$ cat src/rtl/dice_pkg.sv
// Shared types and constants for the dice roll controller.
// Contents:
//   state_e        - controller FSM state encoding
//   DEF_*          - default timing parameters (100 MHz system clock)
//   mod6_face()    - maps a raw nibble onto a dice face 1..6
package dice_pkg;

    typedef enum logic [1:0] {
        StIdle = 2'd0,
        StRoll = 2'd1,
        StHold = 2'd2
    } state_e;

    localparam int unsigned DEF_DB_CYCLES   = 500000;   // 5 ms debounce
    localparam int unsigned DEF_STEP_CYCLES = 1000000;  // first tumble interval
    localparam int unsigned DEF_ROLL_STEPS  = 8;        // samples per roll

    // (n mod 6) + 1 without a divider; n is at most 15, so two subtractions suffice.
    function automatic logic [3:0] mod6_face(input logic [3:0] n);
        logic [3:0] r;
        if (n >= 4'd12) begin
            r = n - 4'd12;
        end else if (n >= 4'd6) begin
            r = n - 4'd6;
        end else begin
            r = n;
        end
        return r + 4'd1;
    endfunction

endpackage

$ cat src/rtl/btn_debounce.sv
// Push-button conditioner: 2-flop synchronizer, counter debounce and a
// one-cycle pulse on each rising edge of the debounced level.
// Parameters:
//   DB_CYCLES  - consecutive differing synchronized samples needed to flip level
// Ports:
//   clk        - system clock
//   rst        - asynchronous active-high reset
//   btn_in     - raw asynchronous button
//   level      - debounced button level
//   rise_pulse - high for one cycle on the first cycle level reads 1
module btn_debounce #(
    parameter int unsigned DB_CYCLES = 500000
) (
    input  logic clk,
    input  logic rst,
    input  logic btn_in,
    output logic level,
    output logic rise_pulse
);

    localparam int unsigned CW = $clog2(DB_CYCLES) + 1;

    logic [1:0]    sync_q;
    logic          level_q, level_d;
    logic          prev_q;
    logic [CW-1:0] cnt_q, cnt_d;

    always_ff @(posedge clk or posedge rst) begin
        if (rst) begin
            sync_q  <= 2'b00;
            level_q <= 1'b0;
            prev_q  <= 1'b0;
            cnt_q   <= '0;
        end else begin
            sync_q  <= {sync_q[0], btn_in};
            level_q <= level_d;
            prev_q  <= level_q;
            cnt_q   <= cnt_d;
        end
    end

    // Any sample agreeing with the current level restarts the count.
    always_comb begin
        level_d = level_q;
        cnt_d   = '0;
        if (sync_q[1] != level_q) begin
            if (cnt_q == CW'(DB_CYCLES - 1)) begin
                level_d = ~level_q;
            end else begin
                cnt_d = cnt_q + CW'(1);
            end
        end
    end

    assign level      = level_q;
    assign rise_pulse = level_q & ~prev_q;

endmodule

$ cat src/rtl/dice_roll_ctrl.sv
// Dice roll controller: debounces the roll button, runs a decelerating tumble
// that samples the LFSR at doubling intervals, and holds the final result.
// Build option: define DICE_MOD6_EN to map each nibble to a dice face 1..6;
// otherwise raw nibbles 0..F are latched.
// Ports:
//   clk          - system clock
//   rst          - asynchronous active-high reset
//   roll_btn     - raw roll push-button
//   rnd          - current LFSR output
//   dice_val     - latched value, [7:4] digit 2, [3:0] digit 1
//   rolling      - tumble in progress
//   result_valid - final result held
//   match        - result held and both digits equal
//   roll_count   - completed rolls, wraps 255 -> 0
module dice_roll_ctrl
    import dice_pkg::*;
#(
    parameter int unsigned DB_CYCLES   = DEF_DB_CYCLES,
    parameter int unsigned STEP_CYCLES = DEF_STEP_CYCLES,
    parameter int unsigned ROLL_STEPS  = DEF_ROLL_STEPS
) (
    input  logic       clk,
    input  logic       rst,
    input  logic       roll_btn,
    input  logic [7:0] rnd,
    output logic [7:0] dice_val,
    output logic       rolling,
    output logic       result_valid,
    output logic       match,
    output logic [7:0] roll_count
);

    // Sized so the final (longest) interval still fits.
    localparam int unsigned TW = $clog2(STEP_CYCLES << (ROLL_STEPS - 1)) + 1;
    localparam int unsigned SW = $clog2(ROLL_STEPS) + 1;

    logic roll_req;

    // Debounced level is not needed here; only the press edge starts a roll.
    btn_debounce #(
        .DB_CYCLES (DB_CYCLES)
    ) u_btn_debounce (
        .clk        (clk),
        .rst        (rst),
        .btn_in     (roll_btn),
        .level      (),
        .rise_pulse (roll_req)
    );

    state_e        state_q, state_d;
    logic [TW-1:0] timer_q, timer_d;
    logic [TW-1:0] interval_q, interval_d;
    logic [SW-1:0] step_q, step_d;
    logic [7:0]    dice_q, dice_d;
    logic          rolling_q, rolling_d;
    logic          valid_q, valid_d;
    logic [7:0]    count_q, count_d;
    logic [7:0]    sample;

`ifdef DICE_MOD6_EN
    assign sample = {mod6_face(rnd[7:4]), mod6_face(rnd[3:0])};
`else
    assign sample = rnd;
`endif

    always_ff @(posedge clk or posedge rst) begin
        if (rst) begin
            state_q    <= StIdle;
            timer_q    <= '0;
            interval_q <= '0;
            step_q     <= '0;
            dice_q     <= 8'h00;
            rolling_q  <= 1'b0;
            valid_q    <= 1'b0;
            count_q    <= 8'h00;
        end else begin
            state_q    <= state_d;
            timer_q    <= timer_d;
            interval_q <= interval_d;
            step_q     <= step_d;
            dice_q     <= dice_d;
            rolling_q  <= rolling_d;
            valid_q    <= valid_d;
            count_q    <= count_d;
        end
    end

    always_comb begin
        state_d    = state_q;
        timer_d    = timer_q;
        interval_d = interval_q;
        step_d     = step_q;
        dice_d     = dice_q;
        rolling_d  = rolling_q;
        valid_d    = valid_q;
        count_d    = count_q;
        unique case (state_q)
            StIdle, StHold: begin
                if (roll_req) begin
                    state_d    = StRoll;
                    timer_d    = '0;
                    step_d     = '0;
                    interval_d = TW'(STEP_CYCLES);
                    rolling_d  = 1'b1;
                    valid_d    = 1'b0;
                end
            end
            StRoll: begin
                // roll_req is deliberately ignored while tumbling.
                if (timer_q == interval_q - TW'(1)) begin
                    dice_d     = sample;
                    timer_d    = '0;
                    interval_d = interval_q << 1;
                    step_d     = step_q + SW'(1);
                    if (step_q == SW'(ROLL_STEPS - 1)) begin
                        state_d   = StHold;
                        rolling_d = 1'b0;
                        valid_d   = 1'b1;
                        count_d   = count_q + 8'd1;
                    end
                end else begin
                    timer_d = timer_q + TW'(1);
                end
            end
            default: state_d = StIdle;
        endcase
    end

    assign dice_val     = dice_q;
    assign rolling      = rolling_q;
    assign result_valid = valid_q;
    assign roll_count   = count_q;
    assign match        = valid_q & (dice_q[7:4] == dice_q[3:0]);

endmodule

$ cat config.mk
export PLATFORM = sky130hd
export DESIGN_NAME = dice_roll_ctrl
export DESIGN_NICKNAME = d
export VERILOG_FILES = /design/src/rtl/dice_pkg.sv /design/src/rtl/btn_debounce.sv /design/src/rtl/dice_roll_ctrl.sv
export SDC_FILE = /design/constraint.sdc
export NUM_CORES = 1
export LEC_CHECK = 0
export CORE_MARGIN = 3
export CORE_UTILIZATION = 40
export CTS_CLUSTER_SIZE = 12
export DETAILED_ROUTE_END_ITERATION = 10
export HOLD_SLACK_MARGIN = 0.12
export PLACE_DENSITY = 0.67
export SLEW_MARGIN = 20
export SYNTH_ARGS = -nofsm -noshare
export SYNTH_HDL_FRONTEND = slang
export SYNTH_HIERARCHICAL = 1
export SYNTH_SLANG_ARGS = --single-unit
export TNS_END_PERCENT = 100
$ cat constraint.sdc
create_clock -name clk -period 6.6 [get_ports clk]
set_input_delay 0.99 -clock clk [delete_from_list [all_inputs] [get_ports clk]]
set_output_delay 0.99 -clock clk [all_outputs]
set_load 0.01 [all_outputs]
==> impl_metrics.env <==
export IMPL_outcome="finished, final reports clean"
export IMPL_ant_nets=0
export IMPL_drt_iter0_markers=231
export IMPL_multiInputGateArea_um2=2650
export IMPL_crit_type="flip-flop to flip-flop"
export IMPL_start_kind="flip-flop"
export IMPL_slew_viol_final=0
export IMPL_finalSetupViolations=0
export IMPL_r2r_slack_ns=2.56
export IMPL_yosysSeqAreaShare_pct=46.6
export IMPL_min_to="u_btn_debounce/sync_q[1]"
export IMPL_insertion_delay_ns=0.35
export IMPL_clock_root_buffer="clkbuf_16"
export IMPL_core_um2=12700
export IMPL_cp_max_fo=24
export IMPL_die_h_um=121
export IMPL_max_vdd_ir_drop_uv=160
export IMPL_initial_core_util_pct=41.4
export IMPL_grt_start_max_net_pins=75
export IMPL_fin_crit_sh_pct=61.2
export IMPL_worstHoldPathCells=0
export IMPL_dp_cells=736
export IMPL_fmax_ghz=0.248
export IMPL_synth_cell_area_um2=5270
export IMPL_cap_violations=0
export IMPL_fp_dieArea_um2=14600
export IMPL_vias=4035
export IMPL_cts_tree="done"
export IMPL_hold_violations=0
export IMPL_r2r_end="roll_count[1]"
export IMPL_first_global_vias=3998
export IMPL_required_ns=6.83
export IMPL_min_from="u_btn_debounce/sync_q[0]"
export IMPL_clockBufferDepth=2
export IMPL_final_seq_area_um2=2450
export IMPL_first_pass_iters=5
export IMPL_drive_above_1_share_pct=7.07
export IMPL_boundaryPins=30
export IMPL_gr_usage_all_layers_pct=16.2
export IMPL_grt_pass1_wl_um=19100
export IMPL_fp_dieW_um=121
export IMPL_layout_cells_non_filler=752
export IMPL_powerDensity_nw_per_um2=200
export IMPL_dp_hpwl_um=7910
export IMPL_skew_ns=0.00646
export IMPL_ys_warn_count=6
export IMPL_cts_resized=0
export IMPL_overflow=0
export IMPL_ys_types=56
export IMPL_nets=591
export IMPL_p_leak_nw=2.77
export IMPL_rows=41
export IMPL_worstPathArrival_ns=4.27
export IMPL_wire_per_inst_um=15.1
export IMPL_synth_fp_nets=570
export IMPL_synth_top_cell_by_area="dfrtp_1"
export IMPL_fillCellCount=1234
export IMPL_diodes=0
export IMPL_postSynthAreaPerCell_um2=9.51
export IMPL_crit_start="interval_q[6]"
export IMPL_vias_per_cell=5.37
export IMPL_path_clk_slew_ns=0.07
export IMPL_end_kind="flip-flop"
export IMPL_worst_r2r_startpoint="interval_q[6]"
export IMPL_globalplace_congestion=0.985
export IMPL_drt_total_wl_um=11400
export IMPL_syn_to_final_growth_pct=14.3
export IMPL_io_buffer_count=29
export IMPL_htreeDepth=3
export IMPL_min_path_type="flip-flop to flip-flop"
export IMPL_netlist_area_leader_share_pct=46.6
export IMPL_rsz0062_at_grt="false"
export IMPL_tightestPinTransition_ns=1.10
export IMPL_period_minus_slack_ns=4.04
export IMPL_ys_ff_latch=98
export IMPL_antenna_found_initial=0
export IMPL_ys_async_sr_fraction_pct=100
export IMPL_cts_setup_buffers=0
export IMPL_synth_edf_count=0
export IMPL_holdBufCountCts=0
export IMPL_rr_worst_depth=11
export IMPL_cts_inserted_buffers=9
export IMPL_drc=0
export IMPL_synth_flop_cell="dfrtp_1"
export IMPL_slew_headroom_pct=25.7
export IMPL_whs_ns=0.351
export IMPL_synthCells=554
export IMPL_fin_setup_tns_ns=0
export IMPL_synthTopCellsByArea="dfrtp_1, xnor2_1, xor2_1, nand2_1, nor2_1"
export IMPL_cts_sinks=98
synthesized netlist by cell type, types with 2 or more instances:
| cell | instances |
|---|---|
| dfrtp_1 | 98 |
| nand2_1 | 68 |
| nor2_1 | 67 |
| xnor2_1 | 45 |
| xor2_1 | 34 |
| nand3_1 | 31 |
| nor3_1 | 22 |
| and3_1 | 18 |
| nand4_1 | 18 |
| o21ai_0 | 14 |
| buf_2 | 13 |
| inv_1 | 12 |
| nor4_1 | 10 |
| a21o_1 | 9 |
| a21oi_1 | 9 |
| clkbuf_1 | 7 |
| and4_1 | 5 |
| ha_1 | 5 |
| nand2b_1 | 4 |
| nor2b_1 | 4 |
| or4_1 | 4 |
| and2_1 | 3 |
| mux2i_1 | 3 |
| nor4b_1 | 3 |
| o31ai_1 | 3 |
| or3_1 | 3 |
| or4_4 | 3 |
| a211o_1 | 2 |
| a31o_2 | 2 |
| mux2_1 | 2 |
| nand4_2 | 2 |
| nor4_2 | 2 |
| nor4_4 | 2 |
| o2111ai_1 | 2 |
| o211ai_1 | 2 |
| or2_2 | 2 |
| xnor2_2 | 2 |
stage by stage:
stage	total power (W)	utilization, %	setup WS, ns	area, um^2
4_1_cts	0.00122	47.3	2.56	6020
2_1_floorplan	0.000630	-	3.60	5270
6_report	0.00120	47.3	2.56	6020
3_5_place_dp	0.000641	44.7	2.59	5690
3_3_place_gp	0.000640	44.7	2.79	5690
5_1_grt	0.00124	47.3	2.23	6020
cell type report:
| class | count | area share [%] |
|---|---|---|
| tap | 172 | 3.58 |
| sequential | 98 | 40.8 |
| multi-input combinational | 421 | 44.1 |
| timing repair buffer | 33 | 5.32 |
| inverter | 12 | 0.749 |
| clock inverter | 4 | 1.23 |
| clock buffer | 12 | 4.26 |
report_power, final:
part / switching (W) / total, W / internal, W
Combinational: 0.0000158 / 0.0000233 / 0.00000757
Sequential: 0.00000244 / 0.000605 / 0.000603
Clock: 0.000219 / 0.000572 / 0.000353
registers in the layout, summed over array words and instances, names as in the netlist:
register	flops
rolling	1
u_btn_debounce/prev_q	1
roll_count	8
u_btn_debounce/cnt_q	20
step_q	4
state_q	2
interval_q	22
u_btn_debounce/level	1
timer_q	28
result_valid	1
dice_val	8
u_btn_debounce/sync_q	2
critical path: stages (launching register included):
cell     delay [ns]
dfrtp_1        0.44
inv_1          0.11
ha_1           0.19
nor3b_2        0.40
and2_1         0.29
xnor2_1        0.10
or4_1          0.42
nor4_2         0.37
and4_1         0.75
buf_4          0.37
nand2_1        0.13
mux2_1         0.34
how the worst max path moves through the flow:
stage,endpoint,slack [ns],cells past startpoint
4_1_cts,roll_count[1],2.56,11
6_report,roll_count[1],2.56,11
3_5_place_dp,roll_count[1],2.59,11
3_3_place_gp,roll_count[1],2.79,11
5_1_grt,roll_count[1],2.23,11
2_1_floorplan,roll_count[7],3.60,9
layout by cell type, fill, tap and decap left out, types with 11 or more instances in the layout:
cell type | Yosys | routed
o21ai_0 | 14 | 14
xnor2_1 | 45 | 45
nand4_1 | 18 | 18
and3_1 | 18 | 18
nor2_1 | 67 | 67
nand3_1 | 31 | 31
clkdlybuf4s50_1 | 0 | 29
nand2_1 | 68 | 68
xor2_1 | 34 | 34
nor3_1 | 22 | 22
dfrtp_1 | 98 | 98
inv_1 | 12 | 11
metal layers:
layer | share of wire [%] | wire length, um | track usage [%]
met5 | 0 | 0 | 0
met4 | 2.0 | 227 | 6.59
met3 | 3.2 | 362 | 3.41
met2 | 49 | 5570 | 26.3
met1 | 46 | 5200 | 21.1
logic make-up (layout without fill, tap and decap cells):
family | Yosys count | after routing | share of synthesized area [%]
DFF | 98 | 98 | 46.6
AOI/OAI and AO/OA | 52 | 52 | 6.65
xor gates and xnor gates | 81 | 81 | 13.8
and+or+nand+nor | 278 | 278 | 27.8
buffers and inverters | 35 | 61 | 3.04
muxes | 5 | 5 | 0.998
adders and majority gates | 5 | 5 | 1.19
No activity file was read; power rests on OpenSTA's default activity.
